[src/rtl/ahb_pkg.sv]
// Shared AHB definitions: arbiter state encoding, HTRANS codes and the
// master-index width used by the arbiter and its round-robin picker.
package ahb_pkg;

    // Widest master vector the arbiter supports; narrower configurations
    // are zero-extended to this width wherever an index is looked up.
    localparam int MAX_MASTERS = 4;
    localparam int MIDX_W      = 2;

    typedef enum logic [1:0] {
        ST_IDLE   = 2'd0,
        ST_GRANT  = 2'd1,
        ST_LOCKED = 2'd2
    } arb_state_e;

    localparam logic [1:0] HTRANS_IDLE   = 2'b00;
    localparam logic [1:0] HTRANS_BUSY   = 2'b01;
    localparam logic [1:0] HTRANS_NONSEQ = 2'b10;
    localparam logic [1:0] HTRANS_SEQ    = 2'b11;

    // Index of the set bit in a one-hot vector (0 for an all-zero vector).
    function automatic logic [MIDX_W-1:0] oh_to_idx(input logic [MAX_MASTERS-1:0] oh);
        logic [MIDX_W-1:0] idx;
        idx = '0;
        for (int i = 0; i < MAX_MASTERS; i++) begin
            if (oh[i]) begin
                idx = MIDX_W'(i);
            end
        end
        return idx;
    endfunction

endpackage

[src/rtl/ahb_rr_pick.sv]
// Combinational round-robin picker: first requester (not excluded) found by
// searching circularly from ptr+1. The pointer itself is checked last.
module ahb_rr_pick
    import ahb_pkg::*;
#(
    parameter int NUM_MASTERS = 4
) (
    input  logic [NUM_MASTERS-1:0] req,
    input  logic [MIDX_W-1:0]      ptr,
    input  logic [NUM_MASTERS-1:0] excl,
    output logic [NUM_MASTERS-1:0] win,
    output logic                   vld
);

    logic [NUM_MASTERS-1:0] cand;
    logic [MIDX_W-1:0]      sel;
    int                     pos;

    assign cand = req & ~excl;

    // Circular priority scan; the first hit wins and blocks later hits.
    always_comb begin
        win = '0;
        vld = 1'b0;
        sel = '0;
        pos = 0;
        for (int i = 0; i < NUM_MASTERS; i++) begin
            pos = (int'(ptr) + 1 + i) % NUM_MASTERS;
            sel = MIDX_W'(pos);
            if (!vld && cand[sel]) begin
                win[sel] = 1'b1;
                vld      = 1'b1;
            end
        end
    end

endmodule

[src/rtl/ahb_arbiter.sv]
// AHB bus arbiter: round-robin among requesters with a hold limit for
// unlocked owners, locked sequences that block handover, and a parked
// default master. Everything advances only on cycles where hReadyout=1.
module ahb_arbiter
    import ahb_pkg::*;
#(
    parameter int NUM_MASTERS = 4,
    parameter int MAX_HOLD    = 16,
    parameter int DEF_MASTER  = 0
) (
    input  logic                   hClk,
    input  logic                   hRst,
    input  logic [NUM_MASTERS-1:0] hBusreq,
    input  logic [NUM_MASTERS-1:0] hLock,
    input  logic                   hReadyout,
    output logic [NUM_MASTERS-1:0] hGrant,
    output logic [1:0]             hMaster,
    output logic                   hMastlock
);

    localparam int HOLD_W = (MAX_HOLD > 1) ? $clog2(MAX_HOLD) : 1;
    localparam logic [HOLD_W-1:0]      HOLD_LAST = HOLD_W'(MAX_HOLD - 1);
    localparam logic [NUM_MASTERS-1:0] DEF_OH    = NUM_MASTERS'(1) << DEF_MASTER;
    localparam logic [MIDX_W-1:0]      DEF_IDX   = MIDX_W'(DEF_MASTER);

    arb_state_e             state, state_nxt;
    logic [MIDX_W-1:0]      ptr, ptr_nxt;
    logic [HOLD_W-1:0]      hold_cnt, hold_nxt;
    logic [NUM_MASTERS-1:0] grant_nxt;
    logic [NUM_MASTERS-1:0] excl;
    logic [NUM_MASTERS-1:0] win;
    logic                   win_vld;
    logic                   rearb;

    logic [MAX_MASTERS-1:0] req_all;
    logic [MAX_MASTERS-1:0] lock_all;
    logic                   owner_req;
    logic                   owner_lock;
    logic [MIDX_W-1:0]      grant_idx;
    logic [MIDX_W-1:0]      win_idx;

    // While a master owns the bus the pointer always equals its index, so
    // the owner's request/lock bits are looked up through the pointer.
    assign req_all    = MAX_MASTERS'(hBusreq);
    assign lock_all   = MAX_MASTERS'(hLock);
    assign owner_req  = req_all[ptr];
    assign owner_lock = lock_all[ptr];
    assign grant_idx  = oh_to_idx(MAX_MASTERS'(hGrant));
    assign win_idx    = oh_to_idx(MAX_MASTERS'(win));

    // Owner that has used up its hold budget is kept out of the search.
    always_comb begin
        excl = '0;
        if (state == ST_GRANT && owner_req && !owner_lock && hold_cnt == HOLD_LAST) begin
            excl = NUM_MASTERS'(1) << ptr;
        end
    end

    ahb_rr_pick #(
        .NUM_MASTERS(NUM_MASTERS)
    ) u_pick (
        .req (hBusreq),
        .ptr (ptr),
        .excl(excl),
        .win (win),
        .vld (win_vld)
    );

    // Next-state: decide between keeping the owner, locking, or rearbitrating.
    always_comb begin
        state_nxt = state;
        ptr_nxt   = ptr;
        hold_nxt  = hold_cnt;
        grant_nxt = hGrant;
        rearb     = 1'b0;
        if (hReadyout) begin
            unique case (state)
                ST_LOCKED: begin
                    rearb = !owner_lock;
                end
                ST_GRANT: begin
                    if (owner_lock) begin
                        state_nxt = ST_LOCKED;
                    end else if (owner_req && hold_cnt != HOLD_LAST) begin
                        hold_nxt = hold_cnt + HOLD_W'(1);
                    end else if (owner_req && !win_vld) begin
                        // Budget exhausted but nobody else waiting: stay, saturated.
                        hold_nxt = hold_cnt;
                    end else begin
                        rearb = 1'b1;
                    end
                end
                default: begin
                    rearb = 1'b1;
                end
            endcase

            if (rearb) begin
                if (win_vld) begin
                    state_nxt = ST_GRANT;
                    grant_nxt = win;
                    ptr_nxt   = win_idx;
                    if (state == ST_IDLE || win_idx != ptr) begin
                        hold_nxt = '0;
                    end else if (hold_cnt != HOLD_LAST) begin
                        hold_nxt = hold_cnt + HOLD_W'(1);
                    end
                end else begin
                    state_nxt = ST_IDLE;
                    grant_nxt = DEF_OH;
                    hold_nxt  = '0;
                end
            end
        end
    end

    // Arbitration state: FSM state, round-robin pointer and hold counter.
    always_ff @(posedge hClk or negedge hRst) begin
        if (!hRst) begin
            state    <= ST_IDLE;
            ptr      <= DEF_IDX;
            hold_cnt <= '0;
        end else begin
            state    <= state_nxt;
            ptr      <= ptr_nxt;
            hold_cnt <= hold_nxt;
        end
    end

    // Output registers; hMaster/hMastlock trail hGrant by one ready cycle.
    always_ff @(posedge hClk or negedge hRst) begin
        if (!hRst) begin
            hGrant    <= DEF_OH;
            hMaster   <= DEF_IDX;
            hMastlock <= 1'b0;
        end else begin
            hGrant <= grant_nxt;
            if (hReadyout) begin
                hMaster   <= grant_idx;
                hMastlock <= lock_all[grant_idx];
            end
        end
    end

endmodule

[config.mk]
export PLATFORM = sky130hd
export DESIGN_NAME = ahb_arbiter
export DESIGN_NICKNAME = d
export VERILOG_FILES = /design/src/rtl/ahb_pkg.sv /design/src/rtl/ahb_rr_pick.sv /design/src/rtl/ahb_arbiter.sv
export SDC_FILE = /design/constraint.sdc
export NUM_CORES = 1
export LEC_CHECK = 0
export CORE_MARGIN = 2
export CORE_UTILIZATION = 57
export CTS_CLUSTER_SIZE = 24
export DETAILED_ROUTE_END_ITERATION = 7
export PLACE_DENSITY_LB_ADDON = 0.12
export SLEW_MARGIN = 30
export SYNTH_ARGS = -nofsm -noshare
export SYNTH_HDL_FRONTEND = slang
export SYNTH_HIERARCHICAL = 1
export SYNTH_SLANG_ARGS = --single-unit
[constraint.sdc]
create_clock -name hClk -period 8.5 [get_ports hClk]
set_input_delay 1.7 -clock hClk [delete_from_list [all_inputs] [get_ports hClk]]
set_output_delay 1.7 -clock hClk [all_outputs]
set_load 0.02 [all_outputs]
==> impl_metrics.json <==
{
  "status": "completed",
  "tightestPinTransition_ps": 740,
  "max_cap_viol_count": 0,
  "viasPerCell": 6.43,
  "switchingPower_uw": 327,
  "grt_pass1_wl_um": 6690,
  "hold_viol": 0,
  "synth_cell_types": 54,
  "syn_area_per_cell_um2": 8.30,
  "startpoint_type": "input port",
  "die_x_um": 56.9,
  "rsz0062_at_grt": "no",
  "coreArea_um2": 2710,
  "slowest_delay_ps": 540,
  "port_buffers": 17,
  "synthToLayoutAreaGrowth_pct": 13.1,
  "min_path_type": "flip-flop to flip-flop",
  "finalWirelength_um": 3760,
  "yosysSeqAreaShare_pct": 23.6,
  "clock_skew_ps": 3.47,
  "grt_antenna_before_repair": 0,
  "netlist_instances": 192,
  "dp_hpwl_um": 2930,
  "netlist.area_leader.share_pct": 22.0,
  "drc": 0,
  "switching_share_pct": 50.5,
  "power.internal_uw": 321,
  "die_y_um": 56.9,
  "synth_top_area_cell": "dfrtp_1",
  "yosys_warnings": 6,
  "synth_seq_cells": 15,
  "power_uw": 648,
  "layout-drive-gt1-share_pct": 9.62,
  "num_vias": 1537,
  "synth_common_cells": "inv_1, nand2_1, dfrtp_1, nand3_1, nor2_1",
  "grt_pass1_vias": 1443,
  "worst-path-buf-inv": 1,
  "die_area_um2": 3230,
  "dp.cells": 235,
  "ioPinCount": 18,
  "grt_start_max_net_pins": 27,
  "cts_resized": 0,
  "maxSlewHeadroom_pct": 50.5,
  "clkPwrFrac_pct": 6.4,
  "comb_power_share_pct": 70.8,
  "critical_path_required_ps": 8660,
  "pwr_density_cell_nw_per_um2": 360,
  "cts_tree": "yes",
  "initial_utilization_pct": 58.8,
  "ys.flop_type": "dfrtp_1",
  "h-tree-depth": 1,
  "clkSinkCount": 15,
  "cts_setup_buffers": 0,
  "fmax_mhz": 195,
  "crit_slowest_cell": "clkdlybuf4s50_1",
  "stdcell_count": 239,
  "finalCritPeriodShare_pct": 60.3,
  "grt_overflow": 0,
  "wire_per_inst_um": 15.7,
  "crit_chain": "clkdlybuf4s50_1, nor4bb_1, a31oi_1, nor2_1, nor2b_1, a21oi_1, o21ai_0, o31ai_1, nand2_1, nand3_1, a41oi_4, nor3_1, or4_1",
  "place_area_um2": 1770,
  "synth_most_common_cell": "inv_1",
  "cellLeakagePower_nw": 0.770,
  "synth-edff-count": 0,
  "fin_nets": 231,
  "critPathMaxFanout": 18,
  "synthesis.nets": 214,
  "setup_tns_ps": 0,
  "cts_buffers": 3,
  "end_kind": "flip-flop",
  "cpLargestDelayFamily": "simple AND/OR/NAND/NOR gates",
  "finalCriticalPeriod_ps": 5120,
  "drt_pass1_iterations": 4,
  "power_frac_seq_pct": 22.7,
  "dr.first_iter.drc_count": 68,
  "num_rows": 19,
  "place.gp.congestion": 0.920,
  "slew_viol_final": 0,
  "clkLatencyLatePin_ps": 280,
  "yosys-top-cells-area": "dfrtp_1, ha_1, mux2i_1",
  "post-route-cell-area_um2": 1800,
  "n_antenna_cell": 0,
  "vdd_drop_max_uv": 295,
  "path_class": "input port to flip-flop",
  "setup_viol": 0,
  "synth_area_um2": 1590,
  "fillCellCount": 249,
  "worstPathArrival_ps": 5280,
  "grt_usage_pct": 26.0,
  "cts_hold_buf": 0,
  "path_clk_slew_ps": 90,
  "postRouteAntennaNets": 0,
  "clk_path_buf_depth": 2,
  "cts-root-buf": "clkbuf_4",
  "ys_async_sr_fraction_pct": 100
}
flip-flops by register name, indices dropped and copies added (netlist names):
register	flops
ptr	2
hold_cnt	4
state	2
hMaster	2
hGrant	4
hMastlock	1
cell type report:
cell class | instances | area (µm²) | share of cell area, %
multi-input combinational | 152 | 1110 | 61.7
clock inverter | 1 | 5.00 | 0.278
sequential | 15 | 378 | 21.0
inverter | 20 | 75.1 | 4.17
tap | 31 | 38.8 | 2.15
clock buffer | 3 | 22.5 | 1.25
timing repair buffer | 17 | 170 | 9.44
power groups by stage:
stage          logic, mW  registers, mW  clock network, mW
4_1_cts            0.456          0.147             0.0421
3_5_place_dp       0.453          0.148                  0
6_report           0.459          0.147             0.0417
3_3_place_gp       0.437          0.146                  0
5_1_grt            0.511          0.155             0.0456
2_1_floorplan      0.356          0.143                  0
metal layers:
layer,vias to the layer above,share of wire (%),track usage (%)
met3,8,6.0,4.38
met4,0,1.4,4.65
met2,53,46,41.0
li1,733,-,-
met1,743,47,37.8
met5,-,0,0
cells by family (layout without fill, tap and decap cells):
logic type	after synthesis	count (layout)	synth area share [%]
mux	14	14	11.5
fa+ha+maj	11	11	8.64
compound gates	45	45	20.8
buf+inv	25	41	6.52
xor+xnor	1	1	0.550
flops	15	15	23.6
simple gates	81	81	28.3
path summary, 6_finish.rpt:
kind	from	endpoint	slack, ps	cells past startpoint
worst max-delay path	hLock[1]	hold_cnt[0]	3380	13
worst min-delay path	hMastlock	hMastlock	540	2
worst max register to register	ptr[0]	hold_cnt[0]	4560	12
worst min register to register	hMastlock	hMastlock	540	2
max in group asynchronous	hRst	ptr[0]	6220	1
min in group asynchronous	hRst	hGrant[2]	1810	1
placed cells by master, fill, tap and decap left out, types with 2 or more instances in the layout:
| cell type | n |
|---|---|
| clkdlybuf4s50_1 | 17 |
| nand3_1 | 14 |
| a211oi_1 | 2 |
| nand4_1 | 4 |
| a31oi_1 | 4 |
| mux4_2 | 3 |
| and3b_1 | 2 |
| o21a_1 | 3 |
| ha_1 | 11 |
| a2bb2oi_1 | 2 |
| nor2_1 | 13 |
| and2_1 | 2 |
| o211ai_1 | 2 |
| clkbuf_4 | 3 |
| inv_1 | 19 |
| nor3_1 | 5 |
| nor4bb_1 | 2 |
| nor2b_1 | 3 |
| o31ai_1 | 2 |
| mux2i_1 | 9 |
| dfrtp_1 | 13 |
| a21oi_1 | 11 |
| nand2b_1 | 4 |
| and3_1 | 2 |
| o21ai_0 | 5 |
| nor3b_1 | 3 |
| nand2_1 | 17 |
| o221ai_1 | 5 |
per-stage QoR:
step	worst slack (ps)	hold slack, ps	util (%)
4_1_cts	3390	538	66.4
6_report	3380	537	66.5
3_3_place_gp	3250	510	65.4
3_5_place_dp	3100	513	65.4
5_1_grt	2990	581	66.5
2_1_floorplan	4020	517	-
worst min-delay path, stage by stage, from the launching register on:
cell	delay [ps]
dfrtp_1	350
nor2_1	40
a21oi_1	100
Note: power is estimated with default switching activity, not from simulation.
